<file path="src/rtl/isa_dispatch.sv">
// Instruction sequencer for the cpoo core: fetch, decode, dispatch to one
// execution unit over an enable/finished handshake, then retire and advance pc.
module isa_dispatch #(
  parameter int unsigned NUM_UNITS = 8,
  parameter int unsigned PC_W      = 16,
  parameter int unsigned TIMEOUT   = 1024
) (
  input  logic                 clk,
  input  logic                 rst_n,
  input  logic                 run,
  output logic [PC_W-1:0]      mem_addr,
  output logic                 mem_re,
  input  logic [15:0]          mem_rdata,
  output logic [3:0]           r0,
  output logic [3:0]           r1,
  output logic [NUM_UNITS-1:0] unit_en,
  input  logic [NUM_UNITS-1:0] unit_finished,
  output logic [PC_W-1:0]      pc,
  output logic [31:0]          retired,
  output logic                 halted,
  output logic [1:0]           fault
);

  localparam int unsigned WD_W = $clog2(TIMEOUT + 1);
  localparam logic [WD_W-1:0] WD_LAST = WD_W'(TIMEOUT - 1);

  localparam logic [3:0] OP_NOP  = 4'hE;
  localparam logic [3:0] OP_HALT = 4'hF;

  typedef enum logic [2:0] {
    S_IDLE,
    S_FETCH,
    S_LOAD,
    S_EXEC,
    S_RELEASE,
    S_STOP
  } state_t;

  state_t                state_q, state_d;
  logic [PC_W-1:0]       pc_q, pc_d;
  logic [15:4]           ir_q, ir_d;
  logic [31:0]           retired_q, retired_d;
  logic [1:0]            fault_q, fault_d;
  logic [WD_W-1:0]       wd_q, wd_d;

  logic [3:0]            op_ld;
  logic [3:0]            op_ir;
  logic [NUM_UNITS-1:0]  sel_oh;
  logic                  sel_fin;
  logic                  unused_bits;

  assign op_ld       = mem_rdata[15:12];
  assign op_ir       = ir_q[15:12];
  assign unused_bits = ^mem_rdata[3:0];

  // Only the unit addressed by the latched opcode is enabled or listened to.
  always_comb begin
    sel_oh  = '0;
    sel_fin = 1'b0;
    for (int unsigned i = 0; i < NUM_UNITS; i++) begin
      if (i == 32'(op_ir)) begin
        sel_oh[i] = 1'b1;
        sel_fin   = unit_finished[i];
      end
    end
  end

  always_comb begin
    state_d   = state_q;
    pc_d      = pc_q;
    ir_d      = ir_q;
    retired_d = retired_q;
    fault_d   = fault_q;
    wd_d      = wd_q;
    case (state_q)
      S_IDLE: begin
        if (run) state_d = S_FETCH;
      end
      S_FETCH: begin
        state_d = S_LOAD;
      end
      S_LOAD: begin
        ir_d = mem_rdata[15:4];
        wd_d = '0;
        if (32'(op_ld) < NUM_UNITS) begin
          state_d = S_EXEC;
        end else if (op_ld == OP_NOP) begin
          state_d = S_RELEASE;
        end else if (op_ld == OP_HALT) begin
          state_d = S_STOP;
          fault_d = 2'd0;
        end else begin
          state_d = S_STOP;
          fault_d = 2'd1;
        end
      end
      S_EXEC: begin
        // finished on the watchdog's last cycle still retires the instruction
        if (sel_fin) begin
          state_d = S_RELEASE;
        end else if (wd_q == WD_LAST) begin
          state_d = S_STOP;
          fault_d = 2'd2;
        end else begin
          wd_d = wd_q + WD_W'(1);
        end
      end
      S_RELEASE: begin
        pc_d      = pc_q + PC_W'(1);
        retired_d = retired_q + 32'd1;
        state_d   = run ? S_FETCH : S_IDLE;
      end
      S_STOP: begin
        state_d = S_STOP;
      end
      default: begin
        state_d = S_IDLE;
      end
    endcase
  end

  always_ff @(posedge clk or negedge rst_n) begin
    if (!rst_n) begin
      state_q   <= S_IDLE;
      pc_q      <= '0;
      ir_q      <= '0;
      retired_q <= '0;
      fault_q   <= '0;
      wd_q      <= '0;
    end else begin
      state_q   <= state_d;
      pc_q      <= pc_d;
      ir_q      <= ir_d;
      retired_q <= retired_d;
      fault_q   <= fault_d;
      wd_q      <= wd_d;
    end
  end

  // Outputs decode straight from state so reset clears unit_en without a clock.
  assign mem_addr = pc_q;
  assign mem_re   = (state_q == S_FETCH);
  assign unit_en  = (state_q == S_EXEC) ? sel_oh : '0;
  assign r0       = ir_q[11:8];
  assign r1       = ir_q[7:4];
  assign pc       = pc_q;
  assign retired  = retired_q;
  assign halted   = (state_q == S_STOP);
  assign fault    = fault_q;

endmodule

</file>
<file path="config.mk">
export PLATFORM = sky130hd
export DESIGN_NAME = isa_dispatch
export DESIGN_NICKNAME = d
export VERILOG_FILES = /design/src/rtl/isa_dispatch.sv
export SDC_FILE = /design/constraint.sdc
export NUM_CORES = 1
export LEC_CHECK = 0
export ABC_AREA = 1
export CORE_UTILIZATION = 49
export DETAILED_ROUTE_END_ITERATION = 12
export PLACE_DENSITY = 0.84
export SYNTH_ARGS = -nofsm -noshare
export SYNTH_HDL_FRONTEND = slang
export SYNTH_SLANG_ARGS = --single-unit
</file>
<file path="constraint.sdc">
create_clock -name clk -period 2 [get_ports clk]
set_input_delay 0.4 -clock clk [delete_from_list [all_inputs] [get_ports clk]]
set_output_delay 0.4 -clock clk [all_outputs]
set_load 0.02 [all_outputs]
</file>
[Word-level counts from Yosys, hierarchy flattened]
Cells that the tools add are included.
Operators by class
  reductions and logical operators: 6
  equality and inequality tests: 22
  add/subtract/negate cells: 3
  order comparisons: 1
  muxes and demuxes: 33
Operators with widths (number)
  32-bit by 1-bit adder with 32-bit output (second input constant): 1
  11-bit 2-to-1 mux: 2
  11-bit case mux with 2 select lines: 1
  1-bit 2-to-1 mux: 19
  3-bit case mux with 6 select lines: 1
  16-bit by 1-bit adder with 16-bit output (second input constant): 1
  3-bit by 4-bit == test with 1-bit output (first input constant): 4
  3-bit 2-to-1 mux: 4
  2-bit inequality test (second input constant): 6
  11-bit by 1-bit adder with 11-bit output (second input constant): 1
  11-bit by 10-bit == test with 1-bit output (second input constant): 1
  2-bit by 4-bit == test with 1-bit output (first input constant): 2
  4-bit == test (second input constant): 2
  2-bit 2-to-1 mux: 4
  8-bit 2-to-1 mux: 1
  3-bit by 2-bit == test with 1-bit output (second input constant): 2
  3-bit == test (second input constant): 2
  5-bit AND reduction: 1
  1-bit by 4-bit == test with 1-bit output (first input constant): 1
  4-bit zero test: 1
  4-bit < comparator (second input constant): 1
  2-bit case mux with 2 select lines: 1
  3-bit by 1-bit == test with 1-bit output (second input constant): 1
  3-bit zero test: 1
  4 further kinds: 4
Word-level totals
  word-level logic and storage cells: 71
  output and inout bits: 84
  bits of input ports: 27
  flip-flop bits (word level): 76

[Logic depth before layout (Yosys ltp)]
  word-level depth: 11
  depth in mapped cells: 14
  depth with buffers taken out: 12

[Worst setup path after synthesis]
No wires, ideal clock.
  kind: register to output
  from: register state_q[1]
  to: output port unit_en[4]
  stages on the path, launching flop included: 8
  arrival: 1.699 ns
  path buffers: 1
  data required time: 1.600 ns
  path slack: -0.099 ns
  path through: dfrtp_1 inv_1 nor2_1 inv_2 nor2_4 inv_2 buf_2 nor4_1
Between the ends
  cells in the longest elaborated chain, start to end: 2
RTL lines
  start, declared: RTL line 39  | state_t state_q, state_d;
  start signal, assigned: RTL line 131  | state_q <= state_d;
  3-bit by 2-bit == test with 1-bit output: RTL line 143  | assign unit_en = (state_q == S_EXEC) ? sel_oh : '0;
  8-bit 2-to-1 mux: RTL line 143
  end, declared: RTL line 16  | output logic [NUM_UNITS-1:0] unit_en,
Every way passes these cells.

[Worst setup path in the final report]
  from: register state_q[2]
  to: output port unit_en[4]
The elaborated chain is that of the path after synthesis.

==> impl_metrics.py <==
metrics = {
    "routing": {
        "wl_met1_mm": 4.22,
        "drtAntennaViolNets": 0,
        "post-route-drc-count": 0,
        "vias": 3604,
        "initialDrtViolationCount": 170,
        "via_per_inst": 5.16,
        "wirelength_mm": 9.56,
        "drt_first_pass_iters": 4,
        "routedWlPerCell_um": 13.7,
        "met3RoutedLength_um": 418,
        "highest_layer": "met4",
        "met2_wirelength_mm": 4.81,
    },
    "cells_and_area": {
        "final_cells": 699,
        "mostFrequentLayoutCell": "sky130_fd_sc_hd__nand2_1",
        "multi_input_area_um2": 1900,
        "n_fill_cell": 647,
        "insertedDiodeCount": 0,
        "seqCellArea_um2": 1900,
        "nNetsFinal": 619,
        "layout_common_cells": "sky130_fd_sc_hd__nand2_1 (113), sky130_fd_sc_hd__clkdlybuf4s50_1 (95), sky130_fd_sc_hd__dfrtp_1 (74)",
        "area_growth_syn_to_layout_pct": 29.1,
        "share_of_post_route_cells_with_drive_strength_above_1_pct": 14.1,
        "post-route-util_pct": 66.0,
    },
    "floorplan": {
        "boundaryPins": 111,
        "core.rowCount": 33,
        "start_util_pct": 51.1,
        "die_w_um": 95.1,
        "core_area_um2": 8300,
        "die_area_um2": 9040,
        "dieHeight_um": 95.1,
    },
    "synth": {
        "post_synth_inst_count": 489,
        "mean_area_per_synthesized_cell_um2": 8.68,
        "synth.yosys.warnings": 0,
        "synthesis.nets": 519,
        "netlist-cell-type-count": 40,
        "ys_seq_elements": 76,
        "combinational_family_with_the_most_area_after_synthesis": "simple AND/OR/NAND/NOR gates",
        "most_frequently_used_flop_master_after_synthesis": "sky130_fd_sc_hd__dfrtp_1",
        "post_synth_mux_area_share_pct": 0,
        "synth_sequential_area_ratio_pct": 44.8,
        "synth_compound_gate_area_share_pct": 2.27,
        "netlist_area_um2": 4240,
        "post_synth_xor_xnor_area_pct": 10.3,
        "synth_simple_gate_area_share_pct": 31.0,
        "synthArstFlopShare_pct": 100,
        "synthAdderAreaFrac_pct": 0.884,
        "synth_edf_count": 0,
    },
    "sta": {
        "hold_ws_ps": -1.94,
        "max_freq_ghz": 0.523,
        "fin_crit_sh_pct": 95.7,
        "final_setup_skew_ps": 11.7,
        "setup_violations": 0,
        "hold_viol": 2,
        "setup_ws_ps": 86.2,
        "rsz_0062_raised_after_global_routing": "yes",
        "max_slew_margin_pct": 67.6,
        "fin_setup_tns_ps": 0,
        "final.min_clock_period_ps": 1910,
        "finalMaxSlewViolations": 0,
        "max_slew.worst_pin.slew_ps": 485,
    },
    "run": {
        "max-cap-violations": 0,
    },
    "power_and_ir_drop": {
        "totalPowerFinal_w": 0.00526,
        "cellLeakagePower_nw": 2.59,
        "vdd.ir_drop.worst_uv": 802,
        "power_per_cell_area_nw_per_um2": 960,
    },
    "status": {
        "outcome": "finished with violations",
        "failing_checks": "negative hold slack",
    },
    "grt": {
        "pin_count_of_the_biggest_net_entering_global_routing": 42,
        "grt_first_pass_wirelength_mm": 15.7,
        "globalRouteTotalUtil_pct": 22.3,
        "global_route.overflow_total": 0,
        "initial_antenna_violation_count": 0,
        "via_count_of_the_first_global_routing_pass": 3447,
    },
    "min_path": {
        "min-delay-path-class": "input pin to asynchronous set/reset pin",
    },
    "clock_tree": {
        "cts.clk_slew.worst_paths_ps": 80,
        "clock_tree.buffer_depth": 2,
        "tritoncts.num_buffers": 9,
        "cts.root.buffer_cell": "sky130_fd_sc_hd__clkbuf_8",
        "insertion_delay_ps": 350,
        "tritoncts": "built",
        "cts.htree.levels": 3,
        "cts-hold-fix-buffers": 0,
        "cts_sinks": 76,
    },
    "setup_path": {
        "crit_type": "flop to output pin",
        "critical_path.max_fanout": 9,
        "setup.worst_path.end_class": "output pin",
        "slowest_delay_ps": 380,
        "worstSetupStartpointType": "flop",
        "critPathRequiredTime_ps": 1600,
        "arrival_worst_endpoint_ps": 1510,
        "critical-path-top-cell-by-count": "sky130_fd_sc_hd__inv_2",
        "crit_slowest_cell": "sky130_fd_sc_hd__dfrtp_1",
        "path_cells": "nor2_1 -> inv_2 -> nor2_4 -> inv_2 -> nor4_1 -> buf_2",
    },
    "placed_design": {
        "place.gp.congestion": 0.835,
        "pre_cts_ws_ps": -25.4,
        "port-buffer-count": 106,
        "hpwlAfterDp_mm": 7.13,
        "place_inst": 683,
    },
}
-- critical path, delay by kind of cell, from the launching register on --
kind	cells	cell delay (ps)
DFF	1	380
buffers and inverters	3	370
and+or+nand+nor	3	410
-- cell families after synthesis --
group	Yosys count
buf+inv	86
fa+ha+maj	3
flops	76
compound gates	15
xor+xnor	50
simple gates	259
-- state kept, by name, summed over array words and instances, names as in the netlist --
register  cells
retired      32
state_q       3
mem_addr     16
fault         2
ir_q         12
wd_q         11
-- power by group --
part	switching [W]	internal (W)	leakage, nW
combinational	0.00121	0.000846	1.48
sequential	0.000260	0.00179	1.02
clock	0.000573	0.000582	0.0862
-- final cells by class --
cell class	instances	area share [%]
Timing Repair Buffer	122	20.9
Clock buffer	11	2.40
Sequential cell	76	34.8
Inverter	53	3.68
Multi-Input combinational cell	327	34.8
Clock inverter	5	1.12
Tap cell	105	2.40
-- Yosys cell counts (2+ instances only) --
cell type / instances / area share, %
sky130_fd_sc_hd__dfrtp_1: 76 / 45
sky130_fd_sc_hd__buf_4: 24 / 4.2
sky130_fd_sc_hd__ha_1: 3 / 0.88
sky130_fd_sc_hd__nand3b_4: 2 / 0.94
sky130_fd_sc_hd__buf_6: 5 / 1.3
sky130_fd_sc_hd__a211oi_1: 3 / 0.53
sky130_fd_sc_hd__inv_1: 46 / 4.1
sky130_fd_sc_hd__nand4_1: 13 / 1.9
sky130_fd_sc_hd__nor2_1: 38 / 3.4
sky130_fd_sc_hd__inv_2: 5 / 0.44
sky130_fd_sc_hd__xor2_1: 30 / 6.2
sky130_fd_sc_hd__o21ai_0: 4 / 0.47
sky130_fd_sc_hd__nor3b_1: 3 / 0.53
sky130_fd_sc_hd__nor3_1: 19 / 2.2
sky130_fd_sc_hd__nand2_2: 3 / 0.44
sky130_fd_sc_hd__nand3_2: 2 / 0.47
sky130_fd_sc_hd__clkbuf_1: 2 / 0.18
sky130_fd_sc_hd__nor3_2: 2 / 0.47
sky130_fd_sc_hd__xnor2_1: 20 / 4.1
sky130_fd_sc_hd__clkinv_2: 2 / 0.24
sky130_fd_sc_hd__buf_2: 2 / 0.24
sky130_fd_sc_hd__nand3_1: 35 / 4.1
sky130_fd_sc_hd__a21oi_1: 3 / 0.35
sky130_fd_sc_hd__nand2_1: 113 / 10
sky130_fd_sc_hd__nor4_1: 5 / 0.74
sky130_fd_sc_hd__nor2_2: 11 / 1.6
sky130_fd_sc_hd__nor2_4: 5 / 1.3
-- layer usage --
layer  vias to the layer above  track usage, %
li1                       1733               -
met1                      1748            28.5
met2                       111            37.6
met3                        12            3.75
met4                         0            8.59
met5                         -               0
-- worst paths after layout --
kind	depth (start not counted)	start	end	slack, ps
setup / recovery	6	state_q[2]	unit_en[4]	90
hold / removal	1	rst_n	mem_addr[15]	-2
setup reg to reg	9	wd_q[0]	wd_q[0]	120
hold reg to reg	2	ir_q[9]	ir_q[9]	480
max in group asynchronous	2	rst_n	retired[14]	1420
min in group clk	2	ir_q[9]	ir_q[9]	480
-- repair_timing --
action                                  in CTS  in global routing
gates resized for setup                     29                 14
endpoints found under the setup margin      21                 15
gates cloned                                 0                  0
setup buffers                                0                  0
-- stage by stage --
step,instance area (um^2),hold WS (ps)
after detailed placement,5310,397
final,5480,-1.94
after floorplan,4240,104
after global routing,5480,30.2
after global placement,5310,385
after CTS,5500,13.1
Note: power is estimated with default switching activity, not from simulation.
